===== src/rtl/uart_relay_buffer.sv =====
// Store-and-forward relay between an RX and a TX UART driver, with a
// single-word substitution hook on the way into the queue.
module uart_relay_buffer #(
  parameter int NUM_DATA_BITS = 12,
  parameter int FIFO_DEPTH    = 16
) (
  input  logic                          sys_clk,
  input  logic                          rst,
  input  logic                          rx_new_data,
  input  logic [NUM_DATA_BITS-1:0]      rx_data,
  input  logic                          tx_ready,
  output logic                          tx_start,
  output logic [NUM_DATA_BITS-1:0]      tx_data,
  input  logic                          mitm_enable,
  input  logic [NUM_DATA_BITS-1:0]      match_data,
  input  logic [NUM_DATA_BITS-1:0]      replace_data,
  input  logic                          flush,
  output logic [$clog2(FIFO_DEPTH):0]   fifo_count,
  output logic                          fifo_empty,
  output logic                          fifo_full,
  output logic                          overflow
);

  // state     | meaning
  // IDLE      | waiting for a queued word and an idle TX driver
  // START     | tx_start pulse, tx_data holds the popped word
  // WAIT_BUSY | waiting for the driver to drop tx_ready
  // WAIT_DONE | waiting for the driver to finish the frame
  typedef enum logic [1:0] {IDLE, START, WAIT_BUSY, WAIT_DONE} state_t;

  localparam int AW = $clog2(FIFO_DEPTH);
  localparam logic [AW:0] FULL_COUNT = (AW+1)'(FIFO_DEPTH);

  state_t state, state_next;

  logic [NUM_DATA_BITS-1:0] mem [FIFO_DEPTH];
  logic [AW-1:0]            wr_ptr, rd_ptr;
  logic [AW:0]              count_next;
  logic [NUM_DATA_BITS-1:0] wr_word;
  logic                     push_req, push_ok, pop, drop;

  assign push_req = rx_new_data && !flush;
  // Flush suppresses the pop so the queue really ends up empty.
  assign pop      = (state == IDLE) && !fifo_empty && tx_ready && !flush;
  assign push_ok  = push_req && (!fifo_full || pop);
  assign drop     = push_req && fifo_full && !pop;
  assign wr_word  = (mitm_enable && (rx_data == match_data)) ? replace_data : rx_data;

  always_comb begin
    count_next = fifo_count;
    if (flush)
      count_next = '0;
    else if (push_ok && !pop)
      count_next = fifo_count + (AW+1)'(1);
    else if (pop && !push_ok)
      count_next = fifo_count - (AW+1)'(1);
  end

  always_ff @(posedge sys_clk) begin
    if (push_ok)
      mem[wr_ptr] <= wr_word;
  end

  always_ff @(posedge sys_clk or negedge rst) begin
    if (!rst) begin
      wr_ptr     <= '0;
      rd_ptr     <= '0;
      fifo_count <= '0;
      fifo_empty <= 1'b1;
      fifo_full  <= 1'b0;
      overflow   <= 1'b0;
      tx_data    <= '0;
    end else begin
      fifo_count <= count_next;
      fifo_empty <= (count_next == '0);
      fifo_full  <= (count_next == FULL_COUNT);
      if (flush) begin
        wr_ptr   <= '0;
        rd_ptr   <= '0;
        overflow <= 1'b0;
      end else begin
        if (push_ok)
          wr_ptr <= wr_ptr + AW'(1);
        if (pop)
          rd_ptr <= rd_ptr + AW'(1);
        if (drop)
          overflow <= 1'b1;
      end
      if (pop)
        tx_data <= mem[rd_ptr];
    end
  end

  always_ff @(posedge sys_clk or negedge rst) begin
    if (!rst)
      state <= IDLE;
    else
      state <= state_next;
  end

  always_comb begin
    state_next = state;
    tx_start   = 1'b0;
    case (state)
      IDLE:      if (pop) state_next = START;
      START: begin
        tx_start   = 1'b1;
        state_next = WAIT_BUSY;
      end
      WAIT_BUSY: if (!tx_ready) state_next = WAIT_DONE;
      WAIT_DONE: if (tx_ready) state_next = IDLE;
      default:   state_next = IDLE;
    endcase
  end

endmodule


===== config.mk =====
export PLATFORM = sky130hd
export DESIGN_NAME = uart_relay_buffer
export DESIGN_NICKNAME = d
export VERILOG_FILES = /design/src/rtl/uart_relay_buffer.sv
export SDC_FILE = /design/constraint.sdc
export NUM_CORES = 1
export LEC_CHECK = 0
export ABC_AREA = 1
export CAP_MARGIN = 25
export CORE_ASPECT_RATIO = 1.2
export CORE_MARGIN = 5
export CORE_UTILIZATION = 51
export CTS_BUF_LIST = sky130_fd_sc_hd__clkbuf_8
export CTS_CLUSTER_SIZE = 8
export DETAILED_ROUTE_END_ITERATION = 10
export GPL_TIMING_DRIVEN = 0
export PLACE_DENSITY = 0.7
export RECOVER_POWER = 100
export SLEW_MARGIN = 20
export SYNTH_ARGS = -nofsm -noshare
export SYNTH_HDL_FRONTEND = slang
export SYNTH_SLANG_ARGS = --single-unit

===== constraint.sdc =====
create_clock -name sys_clk -period 3.35 [get_ports sys_clk]
set_clock_uncertainty 0.1 [all_clocks]
set_input_delay 0.5025 -clock sys_clk [delete_from_list [all_inputs] [get_ports sys_clk]]
set_output_delay 0.5025 -clock sys_clk [all_outputs]
set_load 0.005 [all_outputs]

==> key figures, run 1 <==
Outcome
  – Outcome: complete, but fails checks
  – Failing checks: max-capacitance violations, max-slew violations

Route
  – Routed WL per cell: around 20 um
  – DR vias/cell: 5.515
  – Final ANT Viol Nets: 0
  – Total length of routed wires: 23950 um
  – 1st-pass router iterations: 5
  – Post-route DRC: 0
  – DRT iter0 DRCs: 651
  – Vias: 6717

Timing
  – Max_slew headroom: -0.09161
  – Worst-Margin Slew: 1637 ps
  – Final setup vio count: 0
  – Tmin final: slightly below 3000 ps
  – Final Hold Fails: 0
  – Slew Viols, Final: 31
  – Fmax: about 0.34 GHz
  – RSZ-0062 raised after global routing: false
  – Final period util: 0.8749
  – WHS: around 380 ps

Synth
  – Synth cell types: 39
  – Main synth FF type: edfxtp_1
  – EDFF count, synth: 192
  – Post-synth top area share: 0.6022
  – FF+latch count, synth: 222
  – Count leader, synth: edfxtp_1
  – Cell taking the most area after synthesis: edfxtp_1
  – Cells after Synth: between 800 and 900
  – Commonest cells post-synth: 192 x edfxtp_1, 170 x nor2_1, 118 x nand2_1
  – Asr flop ratio synth: 0.1351
  – Synth Warn #: 0
  – Most area-consuming cells after synthesis: edfxtp_1 60%, dfrtp_1 7.6%, nor2_1 6.7%
  – Post-Syn Area: 9574 um2
  – Syn nets: approximately 900
  – Mean Syn Cell Area: 11.34 um2
  – Sequential-to-total area share from yosys stat: 0.6807

Global routing
  – First-pass GRT wire length: 36790 um
  – GR Util met2: 0.3705
  – Grt met1 use: 0.2902
  – Global Route Usage Sum: 0.2209
  – M3 GR Usage: 0.03875
  – Initial antenna violation count: 0
  – GR peak layer: met2
  – Largest net degree at the start of global routing: 31
  – Vias in the first global route: 6469
  – GRT overflow: 0

Critical path
  – Crit path launch type: flip-flop
  – WS Path Type: flip-flop to flip-flop
  – R2R depth: 9
  – CP max FO: 9
  – CP arrival: 3010 ps
  – WP data required: 3430 ps
  – R2R Path End: mem[7][9]$_DFFE_PP_
  – Flop2flop setup slack: roughly 420 ps
  – Crit. End Element: flip-flop
  – FF-to-FF Start: state[1]$_DFFE_PN0P_

Finish
  – Non-Filler Instances: 1218
  – Layout area overhead: 16.27%
  – Nets: about 1000
  – Final Util: 0.5969
  – Share of post-route cells with drive strength above 1: 0.08732
  – Fin area: about 11000 um2
  – Antenna diodes: 0

Clocking
  – CTS H-Tree Depth: 2
  – CTS root buf: clkbuf_8
  – Worst-case clock buffer depth: 3
  – CTS buffer count: 35
  – # clock sinks: roughly 220
  – CTS tree: yes
  – Clk Latency, worst-skew pair: 500 ps
  – Cts repair resizes: 0
  – Worst-path clk slew: 60 ps

Power
  – Power per Cell Area: around 640 nW/um2
  – IR drop worst, VDD: between 200 and 250 uV
  – Power, Total: 7.077 mW
  – P_leak: 4.136 nW

Floorplan
  – Chip width: 135.1 um
  – # IOs: 63
  – Starting Density: 0.5134
  – Die area: between 20000 and 25000 um2
  – # rows: 55
  – Vert. Die Dim: 160.1 um
  – Core Box Area: ~19000 um2

Place
  – Placed Instance Area: 10560 um2
  – Placer Congestion: roughly 0.91
  – Detail Placement HPWL: about 16000 um
  – Port bufs: 62
  – Dpl cells: 1164

Flow run
  – Max-cap violations: 1

Min path
  – WHS Endpoint: tx_data[1]$_DFFE_PN0P_
  – Hold Path Depth: 2
  – Hold path startpoint: tx_data[1]$_DFFE_PN0P_
  – Hold Crit Class: flip-flop to flip-flop
[worst max-delay path, cell delays in order, from the launching register on]
cell and delay, ps:
dfrtp_1 400, inv_1 130, ha_1 210, nand2_1 100
nor2_4 160, nand2_1 240, a21boi_4 280, nand2_1 230
nor2_1 430, clkbuf_2 340
[worst max path at each step]
stage / startpoint / slack [ps] / end
finish: state[1]$_DFFE_PN0P_ / 420 / mem[7][9]$_DFFE_PP_
global route: state[0]$_DFFE_PN0P_ / 230 / mem[7][5]$_DFFE_PP_
CTS: state[1]$_DFFE_PN0P_ / 440 / mem[3][10]$_DFFE_PP_
detailed placement: flush / 100 / mem[3][9]$_DFFE_PP_
global placement: flush / -170 / mem[12][4]$_DFFE_PP_
floorplan: state[0]$_DFFE_PN0P_ / 970 / mem[0][0]$_DFFE_PP_
[logic make-up after synthesis]
family | count (synthesis) | synth area share
buf+inv | 80 | 0.03672
xor+xnor | 11 | 0.01006
mux | 1 | 0.001046
simple gates | 353 | 0.1539
flops | 222 | 0.6807
compound gates | 165 | 0.1018
fa+ha+maj | 12 | 0.01568
[power breakdown]
group	internal (mW)	leakage (nW)	switching, mW
Combinational	0.594	1.66	1.18
Clock	1.12	0.357	0.966
Sequential	3.14	2.12	0.0729
Total	4.85	4.14	2.22
[sequential cells by signal, summed over array words and instances (netlist names), 2 cells and up]
signal and cells:
state 2, wr_ptr 4, rd_ptr 4, mem 192
tx_data 12, fifo_count 5
[cell usage in the layout, fill, tap and decap left out, types with 4 or more instances in the layout]
master | Yosys | routed
a21oi_1 | 6 | 6
dlygate4sd3_1 | 0 | 22
nand3_1 | 48 | 49
clkbuf_1 | 22 | 29
inv_1 | 30 | 41
clkdlybuf4s50_1 | 0 | 40
nor2_1 | 170 | 158
clkbuf_8 | 0 | 39
dfrtp_1 | 29 | 29
nor2_2 | 1 | 13
o211ai_1 | 48 | 48
edfxtp_1 | 192 | 192
ha_1 | 12 | 12
buf_2 | 14 | 11
nand4_1 | 4 | 4
xor2_1 | 6 | 6
nand2_1 | 118 | 121
o21ai_1 | 10 | 9
xnor2_1 | 5 | 5
o21ai_0 | 94 | 95
buf_4 | 8 | 6
[what timing repair did]
| item | 4_1_cts | 5_1_grt |
|---|---|---|
| setup buffers | 0 | 0 |
| hold buffers | 1 | 0 |
| endpoints found under the hold margin | 29 | 0 |
| endpoints found under the setup margin | 0 | 0 |
[area by class of cell]
class,count,area (um2)
Buffer,45,205.2
Clock buffer,39,536.8
Clock inverter,13,76.32
Fill cell,1505,7517
Inverter,35,133.9
Multi-Input combinational cell,542,2696
Sequential cell,222,6518
Tap cell,256,320.3
Timing Repair Buffer,66,645.6
[routing by layer]
metal | up-vias | part of all wire
met5 | - | 0
met4 | 0 | 0.033
met3 | 48 | 0.099
met2 | 350 | 0.48
met1 | 3152 | 0.38
li1 | 3167 | -
[per-stage QoR]
stage,setup slack (ps),TNS (ps)
after CTS,444.5,0
after global placement,-171.9,-11460
after floorplan,966.7,0
after detailed placement,98.60,0
final,419.2,0
after global routing,229.5,0
No activity file was read; power rests on OpenSTA's default activity.
==> run 2, diff against run 1 <==
--- a/config.mk
+++ b/config.mk
@@ -6,7 +6,7 @@
 export NUM_CORES = 1
 export LEC_CHECK = 0
 export ABC_AREA = 1
-export CAP_MARGIN = 25
+export CAP_MARGIN = 10
 export CORE_ASPECT_RATIO = 1.2
 export CORE_MARGIN = 5
 export CORE_UTILIZATION = 51
@@ -20,3 +20,4 @@
 export SYNTH_ARGS = -nofsm -noshare
 export SYNTH_HDL_FRONTEND = slang
 export SYNTH_SLANG_ARGS = --single-unit
+export TNS_END_PERCENT = 5
==> run 2 against run 1 <==
The run still ends with max-capacitance violations, max-slew violations left. Combinational power hardly changed. Die area stayed put. Maximum frequency is 2.0% lower. Worst setup slack worse by 59 ps. First-iteration DRC count is 2.3% lower. Critical path depth is 1 lower. Largest power group unchanged.
==> key figures, run 2 (synthesized netlist as in run 1, its figures left out) <==
Outcome
  – Outcome: complete, but fails checks
  – Failing checks: max-capacitance violations, max-slew violations

Clocking
  – CTS tree: yes
  – Worst-path clk slew: 60 ps (about the same)
  – CTS root buf: clkbuf_8
  – Clk Latency, worst-skew pair: 510 ps (about the same)
  – # clock sinks: 222 (unchanged)
  – CTS H-Tree Depth: 2 (unchanged)
  – Cts repair resizes: 0 (unchanged)
  – Worst-case clock buffer depth: 3 (unchanged)
  – CTS buffer count: 35 (unchanged)
  – Post-CTS setup buffers: 0 (unchanged)
  – Cts hold-fix bufs: 1 (unchanged)

Route
  – DRT iter0 DRCs: 636 (-2.3%)
  – 1st-pass router iterations: 5 (unchanged)
  – Final ANT Viol Nets: 0 (unchanged)
  – Vias: 6707 (-0.15%)
  – DR vias/cell: 5.525 (+0.18%)
  – Total length of routed wires: 23950 um (about the same)
  – Routed WL per cell: 19.73 um (+0.31%)
  – Post-route DRC: 0 (unchanged)

Finish
  – Fillers: 1510 (+0.33%)
  – Most frequent cells in the layout: 192 x edfxtp_1, 159 x nor2_1, 121 x nand2_1
  – Antenna diodes: 0 (unchanged)
  – Share of post-route cells with drive strength above 1: 0.08038 (-0.006942)
  – Top flop regs: mem: 192 flops, tx_data: 12 flops, fifo_count: 5 flops
  – Layout area overhead: 15.53%
  – Largest reg by FF count: mem
  – Commonest non-fill, non-tap cell in the layout: edfxtp_1
  – Max reg flops: 192 (unchanged)
  – Nets: 998 (-0.30%)

Power
  – IR drop worst, VDD: 213.1 uV (-12%)
  – P_leak: 4.086 nW (-1.2%)
  – Power, Total: 6.951 mW (-1.8%)
  – Power per Cell Area: 628.4 nW/um2 (-1.1%)

Timing
  – Tmin final: 2989 ps (+58.65 ps)
  – RSZ-0062 raised after global routing: false
  – Max_slew headroom: -0.06601 (+0.02560)
  – WHS: 378.6 ps (+3.139 ps)
  – Final Hold Fails: 0 (unchanged)
  – Worst-Margin Slew: 1599 ps (-38.40 ps)
  – Slew Viols, Final: 31 (unchanged)
  – Final setup vio count: 0 (unchanged)
  – Slack of the critical path: 360.6 ps (-58.65 ps)
  – Fmax: 0.3345 GHz (-2.0%)
  – Final period util: 0.8924 (+0.01751)
  – TNS Setup: 0 ps (unchanged)

Global routing
  – Global Route Usage Sum: 0.2204 (-0.0005523)
  – Initial antenna violation count: 0 (unchanged)
  – First-pass GRT wire length: 36610 um (-0.49%)
  – Largest net degree at the start of global routing: 31 (unchanged)
  – GRT overflow: 0 (unchanged)
  – Vias in the first global route: 6491 (+0.34%)

Place
  – Placer Congestion: 0.9119 (unchanged)
  – Port bufs: 62 (unchanged)
  – Detail Placement HPWL: 15980 um (-0.26%)
  – Pre-CTS setup slack: -44.35 ps (-142.9 ps)

Critical path
  – CP max FO: 12 (+3)
  – Crit. End Element: flip-flop
  – Crit path launch type: flip-flop
  – CP arrival: 3000 ps (about the same)
  – Buf+Inv Stages, Crit Path: 1 (-1)
  – CP Cell Sequence: inv_1 -> ha_1 -> nand2_1 -> nor2_4 -> nand2_4 -> a21boi_4 -> nand2_1 -> nor2_1
  – WP data required: 3360 ps (-70 ps)
  – Crit-path most repeated cell: nand2_1
  – WS Path Type: flip-flop to flip-flop
  – Max incr delay on CP: 890 ps (+460 ps)
  – CP top delay family: simple AND/OR/NAND/NOR gates
  – CP max-delay cell: nor2_1

Floorplan
  – Die area: 21620 um2 (unchanged)
  – Starting Density: 0.5134 (unchanged)
  – Vert. Die Dim: 160.1 um (unchanged)
  – # IOs: 63 (unchanged)
  – Chip width: 135.1 um (unchanged)
  – Core Box Area: 18650 um2 (unchanged)
  – # rows: 55 (unchanged)

Min path
  – Hold Crit Class: flip-flop to flip-flop

Flow run
  – Max-cap violations: 1 (unchanged)
## run 2: cell types whose count changed in the layout (fill, tap and decap cells not counted), sizes merged
cell / delta
buf: -1
bufinv: -1
clkbuf: -5
clkinv: +4
clkinvlp: +1
inv: -2
## run 2: area by class of cell
| type | instances | area [um2] | share of cell area |
|---|---|---|---|
| Clock inverter | 15 | 65.06 | 0.005882 |
| Multi-Input combinational cell | 542 | 2699 | 0.2440 |
| Clock buffer | 36 | 495.5 | 0.04480 |
| Inverter | 35 | 133.9 | 0.01210 |
| Tap cell | 256 | 320.3 | 0.02896 |
| Buffer | 45 | 205.2 | 0.01855 |
| Sequential cell | 222 | 6518 | 0.5893 |
| Timing Repair Buffer | 63 | 624.3 | 0.05645 |
## run 2: through the flow
step	instance area [um2]	std cells	util
after detailed placement	10540	1162	0.5653
after floorplan	9574	844	-
after global routing	11060	1214	0.5931
final	11060	1214	0.5931
after CTS	11110	1214	0.5959
after global placement	10520	1162	0.5638
## run 2: path summary, 6_finish.rpt
| kind | start | to | slack (ps) | depth (start not counted) |
|---|---|---|---|---|
| worst max-delay path | state[0]$_DFFE_PN0P_ | mem[3][7]$_DFFE_PP_ | 360 | 8 |
| worst min-delay path | tx_data[11]$_DFFE_PN0P_ | tx_data[11]$_DFFE_PN0P_ | 380 | 2 |
| worst max register to register | state[0]$_DFFE_PN0P_ | mem[3][7]$_DFFE_PP_ | 360 | 8 |
| worst min register to register | tx_data[11]$_DFFE_PN0P_ | tx_data[11]$_DFFE_PN0P_ | 380 | 2 |
| max in group asynchronous | rst | wr_ptr[2]$_DFFE_PN0P_ | 1370 | 2 |
| min in group asynchronous | rst | tx_data[7]$_DFFE_PN0P_ | 840 | 2 |
## run 2: report_power, final
part | leakage [nW] | switching [mW] | internal, mW
combinational | 1.66 | 1.19 | 0.593
clock | 0.314 | 0.974 | 0.980
sequential | 2.12 | 0.0717 | 3.14
## run 2: worst register-to-register path: stages, from the launching register on
cell and delay, ps:
dfrtp_1 400, inv_1 120, ha_1 200, nand2_1 100, nor2_4 180, nand2_4 130
a21boi_4 230, nand2_1 250, nor2_1 890
## run 2: metal layers
metal  wire length (um)  vias to the layer above  track usage
li1                   -                     3156            -
met4                711                        0      0.08020
met2              11780                      278       0.3723
met3               1964                       51      0.03718
met1               9489                     3222       0.2873
met5                  0                        -            0
==> run 3, diff against run 2 <==
--- a/config.mk
+++ b/config.mk
@@ -6,6 +6,7 @@
 export NUM_CORES = 1
 export LEC_CHECK = 0
 export ABC_AREA = 1
+export ABC_CLOCK_PERIOD_IN_PS = 3350
 export CAP_MARGIN = 10
 export CORE_ASPECT_RATIO = 1.2
 export CORE_MARGIN = 5
==> results of run 3 <==
No change in the layout: final DEF, timing and power equal those of run 2.
